$ cat src/rtl/logic_unit_pipe.sv
`default_nettype none
// +----------------------------------------------------------------------------+
// | Module      : logic_unit_pipe                                              |
// | Description : Two-stage valid/ready W-bit bitwise logic unit (8 functions).|
// |               Define LOGIC_UNIT_SELFTEST_EN to add a NAND-only shadow path,|
// |               mismatch counter and truth-table self-test sequencer.        |
// | Revision    : 1.0 - initial release                                        |
// +----------------------------------------------------------------------------+
module logic_unit_pipe #(
    parameter int W = 4
) (
    input  logic         clk,
    input  logic         rst,
    input  logic         in_valid,
    output logic         in_ready,
    input  logic [2:0]   op,
    input  logic [W-1:0] a,
    input  logic [W-1:0] b,
    output logic         out_valid,
    input  logic         out_ready,
    output logic [W-1:0] s,
    input  logic         selftest_start,
    output logic         selftest_busy,
    output logic         selftest_done,
    output logic         selftest_pass,
    output logic [7:0]   err_count
);

    localparam logic [2:0] c_op_nor  = 3'd0;
    localparam logic [2:0] c_op_nand = 3'd1;
    localparam logic [2:0] c_op_and  = 3'd2;
    localparam logic [2:0] c_op_or   = 3'd3;
    localparam logic [2:0] c_op_xor  = 3'd4;
    localparam logic [2:0] c_op_xnor = 3'd5;
    localparam logic [2:0] c_op_not  = 3'd6;

    logic         r_s1_valid;
    logic         r_s1_tag;
    logic [2:0]   r_s1_op;
    logic [W-1:0] r_s1_a;
    logic [W-1:0] r_s1_b;
    logic         r_s2_valid;
    logic         r_s2_tag;
    logic [W-1:0] r_s2_res;

    logic         w_idle;
    logic         w_run;
    logic         w_advance;
    logic         w_take;
    logic [2:0]   w_vec_op;
    logic [W-1:0] w_vec_a;
    logic [W-1:0] w_vec_b;
    logic         w_inj_valid;
    logic         w_inj_tag;
    logic [2:0]   w_inj_op;
    logic [W-1:0] w_inj_a;
    logic [W-1:0] w_inj_b;
    logic [W-1:0] w_expr;

    function automatic logic [W-1:0] f_expr(input logic [2:0] f_op,
                                            input logic [W-1:0] x,
                                            input logic [W-1:0] y);
        case (f_op)
            c_op_nor:  f_expr = ~(x | y);
            c_op_nand: f_expr = ~(x & y);
            c_op_and:  f_expr = x & y;
            c_op_or:   f_expr = x | y;
            c_op_xor:  f_expr = x ^ y;
            c_op_xnor: f_expr = ~(x ^ y);
            c_op_not:  f_expr = ~x;
            default:   f_expr = x;
        endcase
    endfunction

    assign out_valid = r_s2_valid && r_s2_tag;
    assign s         = out_valid ? r_s2_res : '0;
    // The self-test only runs on a pipe free of external items, so forcing
    // advance in RUN never overrides a pending consumer stall.
    assign w_advance = !out_valid || out_ready || w_run;
    assign in_ready  = !rst && w_advance && w_idle;
    assign w_take    = in_valid && in_ready;
    assign w_expr    = f_expr(r_s1_op, r_s1_a, r_s1_b);

    always_comb begin
        w_inj_valid = w_take;
        w_inj_tag   = 1'b1;
        w_inj_op    = op;
        w_inj_a     = a;
        w_inj_b     = b;
        if (w_run) begin
            w_inj_valid = 1'b1;
            w_inj_tag   = 1'b0;
            w_inj_op    = w_vec_op;
            w_inj_a     = w_vec_a;
            w_inj_b     = w_vec_b;
        end
    end

    always_ff @(posedge clk or posedge rst) begin
        if (rst) begin
            r_s1_valid <= 1'b0;
            r_s1_tag   <= 1'b0;
            r_s1_op    <= 3'd0;
            r_s1_a     <= '0;
            r_s1_b     <= '0;
            r_s2_valid <= 1'b0;
            r_s2_tag   <= 1'b0;
            r_s2_res   <= '0;
        end else if (w_advance) begin
            r_s1_valid <= w_inj_valid;
            r_s1_tag   <= w_inj_tag;
            r_s1_op    <= w_inj_op;
            r_s1_a     <= w_inj_a;
            r_s1_b     <= w_inj_b;
            r_s2_valid <= r_s1_valid;
            r_s2_tag   <= r_s1_tag;
            r_s2_res   <= w_expr;
        end
    end

`ifdef LOGIC_UNIT_SELFTEST_EN
    localparam logic [2:0] c_st_idle  = 3'd0;
    localparam logic [2:0] c_st_wait  = 3'd1;
    localparam logic [2:0] c_st_run   = 3'd2;
    localparam logic [2:0] c_st_drain = 3'd3;
    localparam logic [2:0] c_st_done  = 3'd4;

    logic [2:0]   r_state;
    logic [2:0]   w_state_nxt;
    logic [4:0]   r_idx;
    logic         r_drain;
    logic         r_seen;
    logic         r_pass;
    logic [7:0]   r_err;
    logic [W-1:0] w_shadow;
    logic [W-1:0] r_s2_shadow;
    logic         w_mismatch;
    logic         w_ext_inflight;

    function automatic logic f_nand(input logic x, input logic y);
        f_nand = ~(x & y);
    endfunction

    // Every function is rebuilt from 2-input NANDs so a fault in either
    // datapath shows up as a disagreement at stage 2.
    generate
        for (genvar gi = 0; gi < W; gi++) begin : g_shadow_bit
            logic       w_x, w_y, w_nxy, w_nx, w_ny;
            logic       w_and, w_or, w_nor, w_xor, w_xnor, w_pass;
            logic [7:0] w_fn;
            assign w_x    = r_s1_a[gi];
            assign w_y    = r_s1_b[gi];
            assign w_nxy  = f_nand(w_x, w_y);
            assign w_nx   = f_nand(w_x, w_x);
            assign w_ny   = f_nand(w_y, w_y);
            assign w_and  = f_nand(w_nxy, w_nxy);
            assign w_or   = f_nand(w_nx, w_ny);
            assign w_nor  = f_nand(w_or, w_or);
            assign w_xor  = f_nand(f_nand(w_x, w_nxy), f_nand(w_y, w_nxy));
            assign w_xnor = f_nand(w_xor, w_xor);
            assign w_pass = f_nand(w_nx, w_nx);
            assign w_fn   = {w_pass, w_nx, w_xnor, w_xor, w_or, w_and, w_nxy, w_nor};
            assign w_shadow[gi] = w_fn[r_s1_op];
        end
    endgenerate

    assign w_idle         = (r_state == c_st_idle);
    assign w_run          = (r_state == c_st_run);
    assign w_vec_op       = r_idx[4:2];
    assign w_vec_a        = {W{r_idx[1]}};
    assign w_vec_b        = {W{r_idx[0]}};
    assign w_ext_inflight = (r_s1_valid && r_s1_tag) || (r_s2_valid && r_s2_tag);
    // Counted only when the item leaves stage 2, so a stall counts it once.
    assign w_mismatch     = r_s2_valid && (r_s2_res != r_s2_shadow) && w_advance;

    always_comb begin
        w_state_nxt = r_state;
        case (r_state)
            c_st_idle:  if (selftest_start) w_state_nxt = c_st_wait;
            c_st_wait:  if (!w_ext_inflight) w_state_nxt = c_st_run;
            c_st_run:   if (r_idx == 5'd31) w_state_nxt = c_st_drain;
            c_st_drain: if (r_drain) w_state_nxt = c_st_done;
            c_st_done:  w_state_nxt = c_st_idle;
            default:    w_state_nxt = c_st_idle;
        endcase
    end

    always_ff @(posedge clk or posedge rst) begin
        if (rst) begin
            r_state     <= c_st_idle;
            r_idx       <= 5'd0;
            r_drain     <= 1'b0;
            r_seen      <= 1'b0;
            r_pass      <= 1'b0;
            r_err       <= 8'd0;
            r_s2_shadow <= '0;
        end else begin
            r_state <= w_state_nxt;
            r_idx   <= w_run ? r_idx + 5'd1 : 5'd0;
            r_drain <= (r_state == c_st_drain);
            if (w_advance) r_s2_shadow <= w_shadow;
            if (w_mismatch && (r_err != 8'hFF)) r_err <= r_err + 8'd1;
            if (w_idle && (w_state_nxt == c_st_wait)) begin
                r_seen <= 1'b0;
            end else if (w_mismatch) begin
                r_seen <= 1'b1;
            end
            if ((r_state == c_st_drain) && (w_state_nxt == c_st_done)) begin
                r_pass <= !(r_seen || w_mismatch);
            end
        end
    end

    assign selftest_busy = !w_idle;
    assign selftest_done = (r_state == c_st_done);
    assign selftest_pass = r_pass;
    assign err_count     = r_err;
`else
    logic w_unused;

    assign w_idle        = 1'b1;
    assign w_run         = 1'b0;
    assign w_vec_op      = 3'd0;
    assign w_vec_a       = '0;
    assign w_vec_b       = '0;
    assign w_unused      = selftest_start;
    assign selftest_busy = 1'b0;
    assign selftest_done = 1'b0;
    assign selftest_pass = 1'b0;
    assign err_count     = 8'd0;
`endif

endmodule
`default_nettype wire

$ cat config.mk
export PLATFORM = sky130hd
export DESIGN_NAME = logic_unit_pipe
export DESIGN_NICKNAME = d
export VERILOG_FILES = /design/src/rtl/logic_unit_pipe.sv
export SDC_FILE = /design/constraint.sdc
export NUM_CORES = 1
export LEC_CHECK = 0
export CORE_MARGIN = 1.5
export CORE_UTILIZATION = 30
export DETAILED_ROUTE_END_ITERATION = 7
export GPL_TIMING_DRIVEN = 0
export SYNTH_ARGS = -nofsm -noshare
export SYNTH_HDL_FRONTEND = slang
export SYNTH_SLANG_ARGS = --single-unit
$ cat constraint.sdc
create_clock -name clk -period 1.9 [get_ports clk]
set_input_delay 0.38 -clock clk [delete_from_list [all_inputs] [get_ports clk]]
set_output_delay 0.38 -clock clk [all_outputs]
set_load 0.02 [all_outputs]
==> summary.md <==
| Metric | Value |
|---|---|
| CTS tree | `done` |
| Total gr overflow | `0` |
| Critical path startpoint category | `flop` |
| Most common cell after layout, fill and taps aside | `dfrtp_1` |
| Commonest non-fill, non-tap cells in the layout | `dfrtp_1 (19), clkdlybuf4s50_1 (18), buf_4 (17)` |
| RD Place Congestion | `0.724` |
| Comb pwr share | `36.0%` |
| Top-Level Pins | `33` |
| Worst Max-Slew Pin Slew | `0.750 ns` |
| Clock sinks | `19` |
| Filler cells | `424` |
| Final Max Tran Viols | `0` |
| Fin. Hold Viols | `0` |
| Vias in the first global route | `928` |
| DR vias/cell | `4.58` |
| Cell Chain, Critical Path | `and3_1 -> clkdlybuf4s50_1` |
| HP Class | `reg -> reg` |
| Worst ir drop on vdd | `0.418 mV` |
| Endpoints failing setup | `0` |
| Unrepaired setup endpoints after global routing | `false` |
| Worst clock skew | `0.00374 ns` |
| Int Pwr | `0.000830 W` |
| Synth top area share | `36.7%` |
| CTS buffer count | `3` |
| Worst-Skew Late Latency | `0.25 ns` |
| Synth unique cells | `34` |
| Leak Pwr | `0.802 nW` |
| Critical path required time | `1.52 ns` |
| Cell taking the most area after synthesis | `dfrtp_1` |
| Clk pwr share | `22.9%` |
| Fin crit period | `1.80 ns` |
| Worst path slowest cell | `clkdlybuf4s50_1` |
| Sequential share of power | `41.1%` |
| Relative slew slack | `49.9%` |
| H-tree level count | `1` |
| Slowest Stage Delay on Critical Path | `0.61 ns` |
| Syn_area_per_cell | `9.82 µm²` |
| Initial antenna violation count | `0` |
| Die Wd | `68.7 µm` |
| Share of layout cells above drive strength 1 | `25.1%` |
| Tot GR Track Use | `11.6%` |
| Crit. End Element | `output port` |
| Largest net degree at the start of global routing | `21` |
| Leading post-synthesis cells by cell area | `dfrtp_1 (37%), mux2_2 (9.6%), buf_4 (8.7%), ha_1 (7.7%), inv_1 (3.2%)` |
| Period utilisation layout | `94.6%` |
| HPWL after detailed placement | `2.01 mm` |
| Residual DRC | `0` |
| Antenna diodes | `0` |
| Crit-path max FO | `5` |
| Hold Startpoint | `r_s1_valid$_DFFE_PP0N_` |
| CTS Hold Bufs | `0` |
| Sum of negative setup slack | `0 ns` |
| Post-Route WL | `2.60 mm` |
| Syn Inst Count | `132` |
| Pre-Repair DR Iteration Count | `4` |
| Clock root buffer | `clkbuf_8` |
| DIE AREA | `4720 µm²` |
| CP Class | `reg -> out` |
| Synth warnings | `0` |
| Max Cap Viol | `0` |
| NetSw | `0.000376 W` |
| Placeable Area | `4090 µm²` |
| Vias | `994` |
| Critical path launch point | `r_s2_tag$_DFFE_PP0N_` |
| FMAX | `556 MHz` |
| Finished Core Util | `40.4%` |
| Critical R2R Launch | `r_s1_a[0]$_DFFE_PP0N_` |
| Final nets | `192` |
| Cell Pwr Density | `732 nW/µm²` |
| Data arrival, critical path | `1.42 ns` |
| PortBufs | `20` |
| Routed Antenna Nets | `0` |
| Die Y | `68.7 µm` |
| Rows | `23` |
| Status | `finished clean` |
| Register Area | `475 µm²` |
| Register area share after synthesis | `36.7%` |
| Clock transition at path regs | `0.07 ns` |
| Yosys reg bits | `19` |
| Initial DRC count | `38` |
| WL per Instance | `12.0 µm` |
| First-pass GRT wire length | `4.11 mm` |
| Clk buf depth | `2` |
| Initial Util | `31.7%` |
| Area Growth Syn to Fin | `27.2%` |
| Switch share | `31.2%` |
| Final hold slack | `0.463 ns` |
| Multi-input combinational cell area | `663 µm²` |
| Mapped Area | `1300 µm²` |
[cell families (layout without fill, tap and decap cells)]
family	after synthesis	after routing	synth area share, %
compound gates	25	25	14.9
buf+inv	30	55	15.1
mux	12	12	10.3
flops	19	19	36.7
other cells	1	11	0.289
fa+ha+maj	8	8	7.72
simple gates	37	37	15.1
[cells in the mapped netlist (all sizes together)]
cell type / n
dfrtp: 19
nand2: 7
buf: 18
clkbuf: 1
a22o: 3
a311oi: 1
nand2b: 6
ha: 8
or2: 2
o21ai: 1
mux2i: 1
inv: 11
nor2: 11
or3: 1
a211o: 1
nor2b: 1
a21oi: 8
o32ai: 2
o21ba: 2
o211a: 3
conb: 1
nor3: 1
o31ai: 2
nand3b: 1
and3: 4
nand3: 3
a311o: 1
a21boi: 1
mux2: 11
[critical path: cells and delay by family (launching register included)]
kind / cells / cell delay [ns]
buffers and inverters: 1 / 0.61
flip-flops: 1 / 0.40
AND/OR/NAND/NOR: 1 / 0.16
[worst paths after layout]
kind,endpoint,depth (start not counted),slack [ns]
max,s[1],2,0.10
min,r_s2_valid$_DFFE_PP0N_,1,0.46
max reg2reg,r_s2_res[0]$_DFFE_PP0N_,6,0.19
min reg2reg,r_s2_valid$_DFFE_PP0N_,1,0.46
max in group asynchronous,r_s2_res[3]$_DFFE_PP0N_,2,0.84
min in group asynchronous,r_s2_res[0]$_DFFE_PP0N_,2,0.59
[through the flow]
step	total power, W	cell area (µm²)	std cells	setup slack [ns]
after floorplan	0.000804	1330	142	0.372
after global placement	0.000918	1600	212	-0.363
after global routing	0.00128	1650	217	0.0197
after CTS	0.00122	1650	217	0.0283
final	0.00121	1650	217	0.102
after detailed placement	0.000938	1600	212	-0.394
[metal layers]
| metal | GRT usage [%] | vias to the layer above | part of all wire [%] |
|---|---|---|---|
| li1 | - | 498 | - |
| met1 | 13.7 | 470 | 44 |
| met2 | 21.3 | 24 | 51 |
| met3 | 3.08 | 2 | 5.0 |
| met4 | 1.72 | 0 | 0.38 |
| met5 | 0 | - | 0 |
[layout make-up]
type                       instances  share of cell area, %
buffer                            19                   9.48
tap                               50                   3.79
clock buffer                       4                   2.73
sequential                        19                   28.8
multi-input combinational         93                   40.2
inverter                          11                   2.50
timing repair buffer              21                   12.4
[power groups by stage]
stage	Combinational [W]	Sequential (W)	Clock, W
3_3_place_gp	0.000416	0.000502	0
4_1_cts	0.000439	0.000496	0.000284
6_report	0.000434	0.000496	0.000276
2_1_floorplan	0.000312	0.000491	0
3_5_place_dp	0.000433	0.000504	0
5_1_grt	0.000476	0.000504	0.000300
[flip-flops by register name (all words and copies together), names as in the netlist]
name and cells:
r_s1_a 4, r_s1_b 4, r_s1_op 3, r_s1_tag 1
r_s1_valid 1, r_s2_res 4, r_s2_tag 1, r_s2_valid 1
[what timing repair did]
item	CTS	global route
pin swaps	1	0
endpoints found under the setup margin	1	2
gates resized for setup	4	2
setup buffers	1	0
(Power assumes the default switching activity.)
